--- src/rtl/vmem_spike_monitor.sv ---
// vmem_spike_monitor: threshold-crossing spike detector with refractory
// lockout, hysteresis re-arm and a saturating windowed spike-rate counter.
//
// Ports:
//   clk        rising-edge clock
//   rst_n      asynchronous active-low reset
//   en         cycle enable; en=0 freezes all state
//   v_mem      membrane voltage (unsigned, WIDTH bits)
//   thresh     firing threshold (unsigned, WIDTH bits)
//   spike_o    one-cycle spike pulse, one cycle after detection
//   rate_o     spikes in last completed window, saturating at 255
//   rate_valid one-cycle pulse when rate_o updates
//   refrac_o   high while refractory or waiting for re-arm
module vmem_spike_monitor #(
  parameter int WIDTH       = 8,
  parameter int WINDOW_LOG2 = 10,
  parameter int REFRAC_CYC  = 4,
  parameter int HYST        = 8
) (
  input  logic             clk,
  input  logic             rst_n,
  input  logic             en,
  input  logic [WIDTH-1:0] v_mem,
  input  logic [WIDTH-1:0] thresh,
  output logic             spike_o,
  output logic [7:0]       rate_o,
  output logic             rate_valid,
  output logic             refrac_o
);

  localparam int RW = $clog2(REFRAC_CYC + 1);
  localparam logic [RW-1:0] RC_W = RW'(REFRAC_CYC);
  localparam logic [RW-1:0] ONE_W = RW'(1);
  localparam logic [WIDTH:0] HYST_W = (WIDTH+1)'(HYST);

  typedef enum logic [1:0] {
    ARMED    = 2'd0,
    REFRAC   = 2'd1,
    WAIT_LOW = 2'd2
  } state_t;

  state_t                 r_state;
  logic [RW-1:0]          r_rcnt;
  logic [WINDOW_LOG2-1:0] r_win;
  logic [7:0]             r_count;

  state_t                 w_nstate;
  logic [RW-1:0]          w_nrcnt;
  logic [WIDTH:0]         w_thr;
  logic [WIDTH:0]         w_rearm;
  logic                   w_low;
  logic                   w_det;
  logic                   w_wrap;
  logic [8:0]             w_sum;
  logic [7:0]             w_sat;

  // Re-arm level floors at 0; with thresh <= HYST the block
  // never re-arms after its first spike.
  assign w_thr   = {1'b0, thresh};
  assign w_rearm = (w_thr > HYST_W) ? (w_thr - HYST_W) : '0;
  assign w_low   = {1'b0, v_mem} < w_rearm;

  assign w_det  = (r_state == ARMED) && en && (v_mem >= thresh);
  assign w_wrap = &r_win;

  // Detect on the wrap cycle still counts toward the closing window.
  assign w_sum = {1'b0, r_count} + 9'(w_det);
  assign w_sat = w_sum[8] ? 8'hFF : w_sum[7:0];

  always_comb begin
    w_nstate = r_state;
    w_nrcnt  = r_rcnt;
    if (en) begin
      unique case (1'b1)
        (r_state == ARMED): begin
          if (w_det) begin
            w_nstate = REFRAC;
            w_nrcnt  = RC_W;
          end
        end
        (r_state == REFRAC): begin
          if (r_rcnt == ONE_W) begin
            w_nstate = WAIT_LOW;
            w_nrcnt  = '0;
          end else begin
            w_nrcnt = r_rcnt - ONE_W;
          end
        end
        (r_state == WAIT_LOW): begin
          if (w_low) w_nstate = ARMED;
        end
        default: begin
          w_nstate = ARMED;
          w_nrcnt  = '0;
        end
      endcase
    end
  end

  always_ff @(posedge clk or negedge rst_n) begin
    if (!rst_n) begin
      r_state    <= ARMED;
      r_rcnt     <= '0;
      r_win      <= '0;
      r_count    <= '0;
      spike_o    <= 1'b0;
      rate_o     <= '0;
      rate_valid <= 1'b0;
      refrac_o   <= 1'b0;
    end else begin
      spike_o    <= w_det;
      rate_valid <= en & w_wrap;
      refrac_o   <= (w_nstate != ARMED);
      r_state    <= w_nstate;
      r_rcnt     <= w_nrcnt;
      if (en) begin
        r_win <= r_win + WINDOW_LOG2'(1);
        if (w_wrap) begin
          rate_o  <= w_sat;
          r_count <= '0;
        end else begin
          r_count <= w_sat;
        end
      end
    end
  end

endmodule

--- config.mk ---
export PLATFORM = sky130hd
export DESIGN_NAME = vmem_spike_monitor
export DESIGN_NICKNAME = d
export VERILOG_FILES = /design/src/rtl/vmem_spike_monitor.sv
export SDC_FILE = /design/constraint.sdc
export NUM_CORES = 1
export LEC_CHECK = 0
export BUFFER_PORTS_ARGS = -buffer_cell sky130_fd_sc_hd__buf_2
export CAP_MARGIN = 20
export CORE_ASPECT_RATIO = 1.1
export CORE_MARGIN = 3
export CORE_UTILIZATION = 30
export CTS_BUF_LIST = sky130_fd_sc_hd__clkbuf_4
export DETAILED_ROUTE_END_ITERATION = 7
export GPL_TIMING_DRIVEN = 0
export PLACE_DENSITY = 0.47
export REMOVE_ABC_BUFFERS = 1
export SLEW_MARGIN = 15
export SYNTH_ARGS = -nofsm -noshare
export SYNTH_HDL_FRONTEND = slang
export SYNTH_SLANG_ARGS = --single-unit
--- constraint.sdc ---
create_clock -name clk -period 4.5 [get_ports clk]
set_clock_uncertainty 0.1 [all_clocks]
set_input_delay 0.225 -clock clk [delete_from_list [all_inputs] [get_ports clk]]
set_output_delay 0.225 -clock clk [all_outputs]
set_load 0.02 [all_outputs]
==> flow_summary.toml <==
[timing]
fin_tns_setup_ns = 0
slew_headroom_pct = 48.8
post-route-period-util_pct = 70.6
fin_crit_ns = 3.18
fmax_mhz = 315
tightest_slew_ns = 0.769
rsz0062_at_grt = "false"
slew_violations = 0
setup_violations = 0
final_hold_viol_count = 0

[cells_and_area]
drive_above_1_share_pct = 16.3
nNetsFinal = 296
final_core_util_pct = 35.7
area_delta_synth_final_pct = 14.1
diodes = 0
multi_input_area_um2 = 1160
final_cell_mix = "dfrtp_1 (34), buf_2 (29), nor2_1 (21), ha_1 (21), nand2_1 (20)"
final_area_um2 = 2380
nFillCells = 723
layout_commonest_cell = "dfrtp_1"
area.sequential_um2 = 851

[placement]
placed_area_um2 = 2320
port-buffer-count = 29
dp_hpwl_um = 3360
gp_routability_congestion = 0.767

[job]
maxCapViolCount = 0

[global_route]
antenna_found_initial = 0
overflow = 0
grtUsageMet3_pct = 3.00
grt.busiest_layer = "met2"
grt_pass1_vias = 1650
grt_use_met1_pct = 14.5
grt_max_degree = 35
grt_use_total_pct = 11.9
met2_usage_pct = 20.2
grt_pass1_wl_um = 7640

[power_and_ir_drop]
powerDensity_nw_per_um2 = 351
ir_worst_vdd_uv = 114
p_leak_nw = 1.17

[synthesis]
synth_cell_type_count = 45
syn_inst = 223
ys_ff_latch = 34
yosysWarnings = 0
syn-cell-area_um2 = 2090
synth_area_per_cell_um2 = 9.35
synth_ff_type = "dfrtp_1"
synth_edf_count = 0
synthArstFlopShare_pct = 100
synth-seq-area-share_pct = 40.8

[clock_tree]
clock_path_buffers = 2
ctsHoldBuffers = 1
clkSinkCount = 34
post_cts_buffers = 0
cts_root_buffer = "clkbuf_4"
cts_tree = "done"
clkTransAtPathRegs_ns = 0.11
post_cts_resize_count = 0
ctsHtreeMaxLevel = 2
clock_latency_ns = 0.33
numCtsBuffers = 5

[setup_path]
worstPathCellList = "nand3b_1 > nor2_1 > a21oi_1 > o21ai_0 > and3_1 > ha_1 > ha_1 > and3_1 > and3_1 > and3_1 > nor2_1 > a31oi_1"
crit_type = "reg2reg"
r2r_cells = 12
cp_max_fo = 11
path_common_cell = "and3_1"
worstReg2RegStart = "r_state[1]"
critPathMaxStageDelay_ns = 0.53
worst_r2r_endpoint = "rate_o[2]"
cp_data_arrival_time_ns = 3.29
crit_path_start_kind = "flip-flop"
startpoint = "r_state[1]"
crit_path_top_delay_cell = "dfrtp_1"
worstPathRequired_ns = 4.61
worst-r2r-setup-slack_ns = 1.32
cp-endpoint = "rate_o[2]"
endpoint_kind = "flip-flop"

[min_path]
hold_class = "in2reg"

[die]
die_h_um = 93.5
coreArea_um2 = 6670
die_w_um = 85.5
ioPinCount = 30
rows = 31
die_area_um2 = 7990
start_util_pct = 31.3

[detailed_routing]
first_iter_violations = 31
via_count = 1673
wire_per_inst_um = 12.8
via_per_inst = 4.94
dr.pass1.iters = 4
drc_errors = 0
postRouteAntennaNets = 0
wirelength_um = 4350

[outcome]
status = "finished, final reports clean"
registers in the layout, summed over array words and instances, names as in the netlist:
name	count
rate_valid	1
r_count	8
rate_o	8
r_win	10
r_rcnt	3
refrac_o	1
spike_o	1
r_state	2
routing by layer:
metal  vias up  wire length [um]  share of wire [%]
li1        866                 -                  -
met1       776              1990                 46
met2        24              2140                 49
met3         7               150                3.4
met4         0                73                1.7
met5         -                 0                  0
cell usage after synthesis (all sizes together) (3+ instances only):
| cell type | number | area, um2 |
|---|---|---|
| a211o | 3 | 26.3 |
| a21o | 3 | 22.5 |
| a21oi | 14 | 73.8 |
| and3 | 7 | 43.8 |
| dfrtp | 34 | 851 |
| ha | 21 | 263 |
| inv | 14 | 52.6 |
| nand2 | 20 | 75.1 |
| nand2b | 3 | 18.8 |
| nand3 | 8 | 40.0 |
| nand4 | 5 | 31.3 |
| nor2 | 21 | 78.8 |
| nor3 | 4 | 20.0 |
| o21ai | 16 | 83.8 |
| o2bb2ai | 5 | 43.8 |
| xnor2 | 10 | 87.6 |
| xor2 | 4 | 35.0 |
cells by family (layout without fill, tap and decap cells):
family	count (synthesis)	count (layout)	synth area share [%]
muxes	2	2	1.02
adders and majority gates	21	21	12.6
and+or+nand+nor	78	78	18.4
buffers and inverters	18	52	3.36
xor gates and xnor gates	14	14	5.88
DFF	34	34	40.8
AOI/OAI and AO/OA	56	56	18.0
worst min-delay path by stage:
stage | endpoint | startpoint | depth (start not counted)
4_1_cts | r_win[2] | en | 3
3_3_place_gp | r_win[9] | rst_n | 1
6_report | r_win[2] | en | 3
5_1_grt | r_count[6] | en | 2
2_1_floorplan | r_count[0] | rst_n | 0
3_5_place_dp | r_win[7] | rst_n | 1
worst max-delay path, delay by kind of cell (launching register included):
family / cells / cell delay (ns)
compound gates: 3 / 0.49
fa+ha+maj: 2 / 0.45
flops: 1 / 0.53
simple gates: 7 / 1.50
stage by stage:
| step | power, mW | hold slack, ns | worst slack (ns) | cells |
|---|---|---|---|---|
| 3_5_place_dp | 0.685 | 0.257 | 1.07 | 330 |
| 3_3_place_gp | 0.680 | 0.250 | 1.08 | 330 |
| 6_report | 0.836 | 0.239 | 1.32 | 339 |
| 5_1_grt | 0.917 | 0.268 | 1.13 | 339 |
| 2_1_floorplan | 0.609 | -0.171 | 1.63 | 219 |
| 4_1_cts | 0.854 | 0.232 | 1.29 | 339 |
area by class of cell:
cell class | count | area share [%]
well taps | 82 | 4.31
multi-input cells | 171 | 48.9
repair buffers | 30 | 6.52
flip-flops and latches | 34 | 35.8
inverters | 14 | 2.21
clock inverters | 3 | 0.683
clock buffers | 5 | 1.58
report_power, final:
| group | internal [mW] | total [mW] | leakage (nW) | switching (mW) |
|---|---|---|---|---|
| registers | 0.368 | 0.429 | 0.449 | 0.0614 |
| logic | 0.118 | 0.244 | 0.690 | 0.127 |
| clock network | 0.0581 | 0.162 | 0.0286 | 0.104 |
Note: power is estimated with default switching activity, not from simulation.
